==> src/rtl/usb_key_injector.sv <==
// Keystroke injector: CPU-fed ASCII FIFO replayed as HID keyboard
// press/release reports for paste, autotype and self-test.
module usb_key_injector #(
    parameter int DEPTH       = 16,
    parameter int HOLD_CYCLES = 400000,
    parameter int GAP_CYCLES  = 400000
) (
    input  logic       clk_i,
    input  logic       rst_i,
    input  logic       wr_n,
    input  logic       usb_cs,
    input  logic [7:0] reg_addr_i,
    input  logic [7:0] data_i,
    output logic [7:0] data_o,
    output logic [1:0] typ,
    output logic       report,
    output logic [7:0] key_modifiers,
    output logic [7:0] key1,
    output logic [7:0] key2
);
    localparam int AW   = $clog2(DEPTH);
    localparam int PW   = AW + 1;
    localparam int CMAX = (HOLD_CYCLES > GAP_CYCLES) ? HOLD_CYCLES : GAP_CYCLES;
    localparam int CW   = $clog2(CMAX + 1);
    localparam int HOLD_LD = (HOLD_CYCLES > 1) ? HOLD_CYCLES - 2 : 0;
    localparam int GAP_LD  = (GAP_CYCLES > 1) ? GAP_CYCLES - 2 : 0;
    localparam logic HOLD_SHORT = (HOLD_CYCLES <= 1);
    localparam logic GAP_SHORT  = (GAP_CYCLES <= 1);
    localparam logic [PW-1:0] DEPTH_P = PW'(DEPTH);

    typedef enum logic [2:0] {
        S_IDLE, S_LOOKUP, S_PRESS, S_HOLD, S_RELEASE, S_GAP
    } state_t;

    state_t          state_q, state_d;
    logic [CW-1:0]   cnt_q, cnt_d;
    logic [7:0]      char_q, char_d;
    logic [7:0]      key1_q, key1_d;
    logic [7:0]      mod_q, mod_d;
    logic            report_q, report_d;
    logic [1:0]      typ_q, typ_d;
    logic            ovf_q, ovf_d;
    logic            bad_q, bad_d;
    logic            wr_prev_q, wr_prev_d;
    logic [PW-1:0]   wptr_q, wptr_d;
    logic [PW-1:0]   rptr_q, rptr_d;
    logic [7:0]      mem_q [DEPTH];

    logic            wr_act, wr_pulse;
    logic [PW-1:0]   count;
    logic            empty, full, busy;
    logic            push_req, push, pop, flush;
    logic [16:0]     enc;

    // Returns {mappable, modifiers, scancode}
    function automatic logic [16:0] encode(input logic [7:0] c);
        logic       v;
        logic [7:0] m, k;
        v = 1'b0;
        m = 8'h00;
        k = 8'h00;
        if (c >= 8'h61 && c <= 8'h7A) begin
            v = 1'b1; k = c - 8'h5D;
        end else if (c >= 8'h41 && c <= 8'h5A) begin
            v = 1'b1; m = 8'h02; k = c - 8'h3D;
        end else if (c >= 8'h01 && c <= 8'h1A) begin
            v = 1'b1; m = 8'h01; k = c + 8'h03;
        end else if (c >= 8'h31 && c <= 8'h39) begin
            v = 1'b1; k = c - 8'h13;
        end
        case (c)
            8'h0D: begin v = 1'b1; m = 8'h00; k = 8'h28; end
            8'h08: begin v = 1'b1; m = 8'h00; k = 8'h2A; end
            8'h09: begin v = 1'b1; m = 8'h00; k = 8'h2B; end
            8'h1B: begin v = 1'b1; k = 8'h29; end
            8'h20: begin v = 1'b1; k = 8'h2C; end
            8'h30: begin v = 1'b1; k = 8'h27; end
            8'h2D: begin v = 1'b1; k = 8'h2D; end
            8'h3D: begin v = 1'b1; k = 8'h2E; end
            8'h5B: begin v = 1'b1; k = 8'h2F; end
            8'h5D: begin v = 1'b1; k = 8'h30; end
            8'h5C: begin v = 1'b1; k = 8'h31; end
            8'h23: begin v = 1'b1; k = 8'h32; end
            8'h3B: begin v = 1'b1; k = 8'h33; end
            8'h27: begin v = 1'b1; k = 8'h34; end
            8'h60: begin v = 1'b1; k = 8'h35; end
            8'h2C: begin v = 1'b1; k = 8'h36; end
            8'h2E: begin v = 1'b1; k = 8'h37; end
            8'h2F: begin v = 1'b1; k = 8'h38; end
            8'h21: begin v = 1'b1; m = 8'h02; k = 8'h1E; end
            8'h40: begin v = 1'b1; m = 8'h02; k = 8'h1F; end
            8'h24: begin v = 1'b1; m = 8'h02; k = 8'h21; end
            8'h25: begin v = 1'b1; m = 8'h02; k = 8'h22; end
            8'h5E: begin v = 1'b1; m = 8'h02; k = 8'h23; end
            8'h26: begin v = 1'b1; m = 8'h02; k = 8'h24; end
            8'h2A: begin v = 1'b1; m = 8'h02; k = 8'h25; end
            8'h28: begin v = 1'b1; m = 8'h02; k = 8'h26; end
            8'h29: begin v = 1'b1; m = 8'h02; k = 8'h27; end
            8'h5F: begin v = 1'b1; m = 8'h02; k = 8'h2D; end
            8'h2B: begin v = 1'b1; m = 8'h02; k = 8'h2E; end
            8'h7B: begin v = 1'b1; m = 8'h02; k = 8'h2F; end
            8'h7D: begin v = 1'b1; m = 8'h02; k = 8'h30; end
            8'h7C: begin v = 1'b1; m = 8'h02; k = 8'h31; end
            8'h7E: begin v = 1'b1; m = 8'h02; k = 8'h35; end
            8'h3A: begin v = 1'b1; m = 8'h02; k = 8'h33; end
            8'h22: begin v = 1'b1; m = 8'h02; k = 8'h34; end
            8'h3C: begin v = 1'b1; m = 8'h02; k = 8'h36; end
            8'h3E: begin v = 1'b1; m = 8'h02; k = 8'h37; end
            8'h3F: begin v = 1'b1; m = 8'h02; k = 8'h38; end
            8'h89: begin v = 1'b1; k = 8'h4F; end
            8'h88: begin v = 1'b1; k = 8'h50; end
            8'h8A: begin v = 1'b1; k = 8'h51; end
            8'h8B: begin v = 1'b1; k = 8'h52; end
            default: ;
        endcase
        return {v, m, k};
    endfunction

    always_comb begin
        wr_act    = usb_cs & ~wr_n;
        wr_pulse  = wr_act & ~wr_prev_q;
        wr_prev_d = wr_act;
        count     = wptr_q - rptr_q;
        empty     = (count == '0);
        full      = (count == DEPTH_P);
        busy      = (state_q != S_IDLE);
        push_req  = wr_pulse && (reg_addr_i == 8'h00);
        push      = push_req && !full;
        flush     = wr_pulse && (reg_addr_i == 8'h03);
        pop       = (state_q == S_IDLE) && !empty;
        enc       = encode(char_q);
    end

    always_comb begin
        state_d  = state_q;
        cnt_d    = cnt_q;
        char_d   = char_q;
        key1_d   = key1_q;
        mod_d    = mod_q;
        report_d = 1'b0;
        typ_d    = 2'd1;
        ovf_d    = ovf_q;
        bad_d    = bad_q;
        wptr_d   = flush ? '0 : wptr_q + PW'(push);
        rptr_d   = flush ? '0 : rptr_q + PW'(pop);
        if (wr_pulse && reg_addr_i == 8'h02) begin
            if (data_i[0]) ovf_d = 1'b0;
            if (data_i[1]) bad_d = 1'b0;
        end
        if (push_req && full) ovf_d = 1'b1;
        case (state_q)
            S_IDLE: begin
                if (!empty) begin
                    char_d  = mem_q[rptr_q[AW-1:0]];
                    state_d = S_LOOKUP;
                end
            end
            S_LOOKUP: begin
                if (enc[16]) begin
                    mod_d    = enc[15:8];
                    key1_d   = enc[7:0];
                    report_d = 1'b1;
                    state_d  = S_PRESS;
                end else begin
                    bad_d   = 1'b1;
                    state_d = S_IDLE;
                end
            end
            S_PRESS: begin
                if (HOLD_SHORT) begin
                    key1_d   = 8'h00;
                    mod_d    = 8'h00;
                    report_d = 1'b1;
                    state_d  = S_RELEASE;
                end else begin
                    cnt_d   = CW'(HOLD_LD);
                    state_d = S_HOLD;
                end
            end
            S_HOLD: begin
                if (cnt_q == '0) begin
                    key1_d   = 8'h00;
                    mod_d    = 8'h00;
                    report_d = 1'b1;
                    state_d  = S_RELEASE;
                end else begin
                    cnt_d = cnt_q - 1'b1;
                end
            end
            S_RELEASE: begin
                if (GAP_SHORT) begin
                    state_d = S_IDLE;
                end else begin
                    cnt_d   = CW'(GAP_LD);
                    state_d = S_GAP;
                end
            end
            S_GAP: begin
                if (cnt_q == '0) state_d = S_IDLE;
                else             cnt_d   = cnt_q - 1'b1;
            end
            default: state_d = S_IDLE;
        endcase
    end

    always_ff @(posedge clk_i or posedge rst_i) begin
        if (rst_i) begin
            state_q   <= S_IDLE;
            cnt_q     <= '0;
            char_q    <= 8'h00;
            key1_q    <= 8'h00;
            mod_q     <= 8'h00;
            report_q  <= 1'b0;
            typ_q     <= 2'd0;
            ovf_q     <= 1'b0;
            bad_q     <= 1'b0;
            wr_prev_q <= 1'b0;
            wptr_q    <= '0;
            rptr_q    <= '0;
        end else begin
            state_q   <= state_d;
            cnt_q     <= cnt_d;
            char_q    <= char_d;
            key1_q    <= key1_d;
            mod_q     <= mod_d;
            report_q  <= report_d;
            typ_q     <= typ_d;
            ovf_q     <= ovf_d;
            bad_q     <= bad_d;
            wr_prev_q <= wr_prev_d;
            wptr_q    <= wptr_d;
            rptr_q    <= rptr_d;
        end
    end

    always_ff @(posedge clk_i) begin
        if (push) mem_q[wptr_q[AW-1:0]] <= data_i;
    end

    always_comb begin
        data_o = 8'h00;
        case (reg_addr_i)
            8'h00:   data_o = {4'b0, busy, ovf_q, full, empty};
            8'h01:   data_o = 8'(DEPTH_P - count);
            8'h02:   data_o = {7'b0, bad_q};
            default: data_o = 8'h00;
        endcase
    end

    assign typ           = typ_q;
    assign report        = report_q;
    assign key_modifiers = mod_q;
    assign key1          = key1_q;
    assign key2          = 8'h00;
endmodule

==> config.mk <==
export PLATFORM = sky130hd
export DESIGN_NAME = usb_key_injector
export DESIGN_NICKNAME = d
export VERILOG_FILES = /design/src/rtl/usb_key_injector.sv
export SDC_FILE = /design/constraint.sdc
export NUM_CORES = 1
export LEC_CHECK = 0
export CAP_MARGIN = 30
export CORE_MARGIN = 5
export CORE_UTILIZATION = 35
export CTS_CLUSTER_SIZE = 30
export DETAILED_ROUTE_END_ITERATION = 10
export HOLD_SLACK_MARGIN = 0.05
export PLACE_DENSITY_LB_ADDON = 0.25
export SYNTH_ARGS = -nofsm -noshare
export SYNTH_HDL_FRONTEND = slang
export SYNTH_SLANG_ARGS = --single-unit
export TNS_END_PERCENT = 1
==> constraint.sdc <==
create_clock -name clk_i -period 4.7 [get_ports clk_i]
set_input_delay 0.94 -clock clk_i [delete_from_list [all_inputs] [get_ports clk_i]]
set_output_delay 0.94 -clock clk_i [all_outputs]
set_load 0.01 [all_outputs]
**Word-level counts from Yosys, hierarchy flattened**

Memory sizes are Yosys's and may differ from the RTL's. A register that Yosys moved wholly into a read port is not among the register bits.
Index checks and enable logic that the tools add are counted.

- Flip-flop bits (word level): 53
- Bits in writable memories: 128
- Input bits: 20
- Word-level logic and storage cells: 174
- Memories: 1

Memories:

| memory | depth | width | read ports | clocked after memory_dff | wr ports | RTL line | RTL |
|---|---|---|---|---|---|---|---|
| mem_q | 16 | 8 | 1 | 1 | 1 | 47 | `logic [7:0] mem_q [DEPTH];` |

- Add/subtract/negate cells: 9
- $lt $le $gt $ge: 8
- Equality and inequality tests: 56
- Mux-type cells: 41
- Bitwise logic cells: 5
- Reduce and logical (&&, ||, !) cells: 43

Operators by type and width:

| cell | number |
|---|---|
| 8-bit one-hot mux with 30 select lines | 1 |
| 8-bit by 6-bit equality test with 1-bit output, second input constant | 23 |
| 8-bit by 7-bit equality test with 1-bit output, second input constant | 11 |
| 8-bit two-way mux | 7 |
| 8-bit one-hot mux with 2 select lines | 3 |
| 42-bit OR reduction | 1 |
| 19-bit one-hot mux with 2 select lines | 1 |
| 8-bit equality test, second input constant | 4 |
| 2-bit OR reduction | 14 |
| 8-bit by 4-bit equality test with 1-bit output, second input constant | 3 |
| 8-bit one-hot mux with 3 select lines | 1 |
| 20-bit OR reduction | 1 |
| 19-bit logical NOT | 1 |
| 19-bit two-way mux | 1 |
| 19-bit by 1-bit subtractor with 19-bit output, second input constant | 1 |
| 3-bit one-hot mux with 6 select lines | 1 |
| 1-bit two-way mux | 17 |
| 8-bit by 2-bit equality test with 1-bit output, second input constant | 2 |
| 8-bit by 7-bit greater-or-equal comparator with 1-bit output, second input constant | 2 |
| 8-bit by 7-bit <= comparator with 1-bit output, second input constant | 2 |
| 5-bit by 1-bit adder with 5-bit output | 2 |
| 1-bit logical AND | 10 |
| 5-bit two-way mux | 2 |
| 2-bit != test, second input constant | 5 |
| other kinds (30) | 46 |

**Depth between registers and ports, before layout**

- Depth in word-level cells: 9
- Gate-level depth with buffers: 16
- Depth with buffers taken out: 15

**Worst setup path after synthesis**

Ideal clock, no wire load.

- Path kind: register -> output
- Start point: register rptr_q[1]
- End point: output data_o[6]
- Data arrival time: 2808 ps
- Data required time: 3760 ps
- Setup slack: 952 ps
- Cell stages (with the launch flop): 11
- Path buffers: 3
- Path through: dfrtp_1 -> clkbuf_1 -> clkbuf_1 -> inv_1 -> fa_1 -> a21o_1 -> a21oi_1 -> xnor2_1 -> inv_1 -> nor4_1 -> buf_4

- Longest elaborated chain between the ends: 3

Ends and longest elaborated chain:

| item | RTL line | RTL |
|---|---|---|
| start, declared | 46 | `logic [PW-1:0] rptr_q, rptr_d;` |
| start signal, assigned | 232 | `rptr_q <= rptr_d;` |
| 5-bit subtractor | 123 | `count = wptr_q - rptr_q;` |
| 5-bit by 5-bit subtractor with 6-bit output | 244 | `8'h01: data_o = 8'(DEPTH_P - count);` |
| 8-bit one-hot mux with 3 select lines | 242 | `case (reg_addr_i)` |
| end, declared | 14 | `output logic [7:0] data_o,` |

No other way between the ends.

**Worst setup path in the final report**

- Start point: register wptr_q[0]
- End point: output data_o[0]

- Longest elaborated chain between the ends: 3

Ends and longest elaborated chain:

| item | RTL line | RTL |
|---|---|---|
| start, declared | 45 | `logic [PW-1:0] wptr_q, wptr_d;` |
| start signal, assigned | 231 | `wptr_q <= wptr_d;` |
| 5-bit subtractor (*) | 123 |  |
| 5-bit by 5-bit subtractor with 6-bit output or 5-bit logical NOT (tied branches) | 244, 124 |  |
| 8-bit one-hot mux with 3 select lines (*) | 242 |  |

Mark *: on every way between the ends. The rest lies on a longest branch, timed or not.

==> impl_results.md <==
* Status: completed
* Critical path class: flip-flop to primary output
* FILL cells at 2399
* Most frequent cell on the critical path: nor2_1
* Site Rows at 59
* Tightest Pin Transition at 0.922 ns
* Achievable clock frequency at 234 MHz
* Adder-Cell Fraction of Synth Area at 2.68%
* Initial DRT Pass Iterations at 5
* Worst Setup Start Kind: flip-flop
* Post_cts resized at 0
* Worst path cell trace: inv_1 > ha_1 > inv_1 > fa_1 > xnor2_1 > nand2_1 > nor2_1 > ha_1 > nor2_1 > a211oi_1 > a31oi_1 > nor2_1 > clkdlybuf4s50_1
* Grt ovf at 0
* Mean post-synth cell area at 12.9 um2
* Synth top area cells: edfxtp_1 42%, dfrtp_1 15%, mux4_2 9.9%
* Peak VDD IR at 0.000243 V
* Fin crit period at 4.28 ns
* GRT Total Usage at 13.4%
* Post-route DRC at 0
* Clock Tree Root: clkbuf_16
* Worst-path fanout max at 4
* Number of cells on the critical path at 13
* Antenna-violating nets left at 0
* Worst hold path class: flip-flop to flip-flop
* Antenna violations before repair at 0
* Total power at 0.00566 W
* I/O Buffers at 39
* First-pass GRT wire length at 30800 um
* Share of cells above drive strength 1 at 15.3%
* Layout Nets at 776
* CTS tree: yes
* Gate Count Post-Synth at 709
* Setup TNS at 0 ns
* Pleak at 3.70 nW
* RSZ-0062 raised after global routing: false
* Initial Util at 35.3%
* FF-to-FF Start: wptr_q[0]$_DFF_PP0_
* Final wirelength at 19200 um
* Slew Limit Fails at 0
* Vias in the first global route at 5603
* Final count of hold timing violations at 0
* Worst Path Required at 3.76 ns
* Worst Setup SP: wptr_q[0]$_DFF_PP0_
* Clk Latency, worst-skew pair at 0.44 ns
* Max-Slew Margin vs Limit at 38.5%
* Final worst slack at 0.423 ns
* NetSw at 0.00214 W
* Internal power at 0.00352 W
* Area fraction in compound gates after synthesis at 8.09%
* Sequential area share after synthesis at 57.1%
* Post-Synth Simple-Gate Area at 14.0%
* DR iter-0 viols at 386
* Top delay family on crit path: adder cells
* Synth warnings at 0
* Final Skew at 0.0115 ns
* Die area at 29400 um2
* Core Box Area at 25900 um2
* Crit path buf inv count at 3
* Count leader, synth: edfxtp_1
* Arrival time worst endpoint at 3.34 ns
* Yosys top cell by area: edfxtp_1
* Synth cell types at 80
* Post-synth ARST share at 30.1%
* Global placement routability congestion at 0.910
* Pwr Density at 542 nW/um2
* Die span in x at 172 um
* Sink Count at 183
* Worst path max stage delay at 0.54 ns
* ANT cells at 0
* Io pins at 55
* Setup violators final at 0
* H-Tree Level Count at 4
* Fin crit share at 91.0%
* Area grow syn2layout at 14.3%
* Setup WS pre-CTS at 0.542 ns
* Area of the mapped netlist at 9140 um2
* Clk buf depth at 2
* Largest family of logic cells by synthesized area: simple AND/OR/NAND/NOR gates
* Synth top cells by count: 128 x edfxtp_1, 60 x nor2_1, 55 x dfrtp_1, 49 x nand2_1, 40 x mux4_2
* Final HPWL DP at 13100 um
* Max cap viols at 0
* Sw frac at 37.8%
* Chip height at 172 um
* Worst setup EP type: primary output
* Post-synthesis mux area share at 11.0%
* Top_reg_cell synth: edfxtp_1
* Drt wl/cell at 17.7 um
* Slowest stage cell, crit path: clkdlybuf4s50_1
* Vias at 5690
* Post-layout util at 40.3%
* Reg2Reg Setup Slack at 0.93 ns
* Pin count of the biggest net entering global routing at 37
* Hold_buf cts at 0
* Clk slew on worst S/H paths at 0.08 ns
* XOR/XNOR Fraction of Synth Area at 2.40%
* #FFs+latches synth at 183
* Gate power share at 35.8%
* Detail-routed via count per cell at 5.24
* CP endpoint: data_o[0]
* Sequential fraction of design power at 37.6%
* Reg-to-Reg End: mem_q[6][2]$_DFFE_PP_
* Clock share of power at 26.6%
* Synth top area share at 42.1%
* Cts bufs inserted at 17
* Postcts setup bufs at 0
* EDFF count, synth at 128
* Path depth of the worst reg2reg path at 11
through the flow:
stage / instances / area [um2] / hold WS (ns)
6_report: 1085 / 10400 / 0.492
3_5_place_dp: 1053 / 9810 / 0.480
4_1_cts: 1085 / 10400 / 0.498
2_1_floorplan: 723 / 9190 / 0.448
3_3_place_gp: 1053 / 9810 / 0.471
5_1_grt: 1085 / 10400 / 0.534
cells in the final DEF, fill, tap and decap left out, types with 17 or more instances in the layout:
cell	n
a21oi_1	21
clkbuf_16	17
clkdlybuf4s50_1	39
dfrtp_1	54
edfxtp_1	128
ha_1	18
inv_1	25
mux4_2	40
nand2_1	49
nand3_1	27
nor2_1	60
nor3_1	17
o21ai_0	25
xnor2_1	17
kinds of logic (layout without fill, tap and decap cells):
| group | after synthesis | after routing |
|---|---|---|
| buffers and inverters | 87 | 114 |
| multiplexers | 50 | 50 |
| other | 2 | 16 |
| XOR/XNOR | 25 | 25 |
| flip-flops | 183 | 183 |
| adder cells (fa/ha/maj) | 19 | 19 |
| AO/OA/AOI/OAI | 105 | 105 |
| AND/OR/NAND/NOR | 238 | 238 |
worst reg2reg max path: cells and delay by family, from the launching register on:
| kind | cells | cell delay, ns |
|---|---|---|
| xor+xnor | 1 | 0.13 |
| simple gates | 3 | 1.58 |
| buf+inv | 2 | 0.17 |
| fa+ha+maj | 3 | 0.78 |
| compound gates | 2 | 0.34 |
| flops | 1 | 0.42 |
worst min-delay path by stage:
stage / cells past startpoint / end / slack, ns / start
final: 1 / key1[0]$_DFFE_PP0P_ / 0.49 / key1[0]$_DFFE_PP0P_
after global routing: 1 / key1[1]$_DFFE_PP0P_ / 0.53 / key1[1]$_DFFE_PP0P_
after CTS: 1 / key1[7]$_DFFE_PP0P_ / 0.50 / key1[7]$_DFFE_PP0P_
after detailed placement: 1 / key1[7]$_DFFE_PP0P_ / 0.48 / key1[7]$_DFFE_PP0P_
after global placement: 1 / key1[7]$_DFFE_PP0P_ / 0.47 / key1[7]$_DFFE_PP0P_
after floorplan: 2 / bad_q$_DFF_PP0_ / 0.45 / bad_q$_DFF_PP0_
power groups by stage:
stage	logic, W	registers (W)	clock network [W]
CTS	0.00203	0.00213	0.00155
finish	0.00203	0.00213	0.00150
global placement	0.00203	0.00216	0
floorplan	0.00169	0.00197	0
detailed placement	0.00202	0.00216	0
global route	0.00223	0.00216	0.00163
state kept, by name, summed over array words and instances (netlist names):
register,cells
ovf_q,1
mem_q,128
wr_prev_q,1
rptr_q,5
bad_q,1
typ,1
wptr_q,5
key1,8
state_q,3
char_q,8
report,1
cnt_q,19
key_modifiers,2
layout make-up:
cell class                      count  area [um2]  area share, %
Clock inverter                     15         214           2.05
Sequential cell                   183        5220           50.0
Inverter                           27         101          0.970
Tap cell                          335         419           4.01
Multi-Input combinational cell    453        3550           34.0
Timing Repair Buffer               55         510           4.89
Clock buffer                       17         425           4.07
routing by layer:
metal  global-route usage [%]  part of all wire, %
met2                     21.5                   48
met5                        0                    0
met4                     4.27                  1.8
met3                     2.64                  3.9
met1                     18.4                   46
Note: power is estimated with default switching activity, not from simulation.
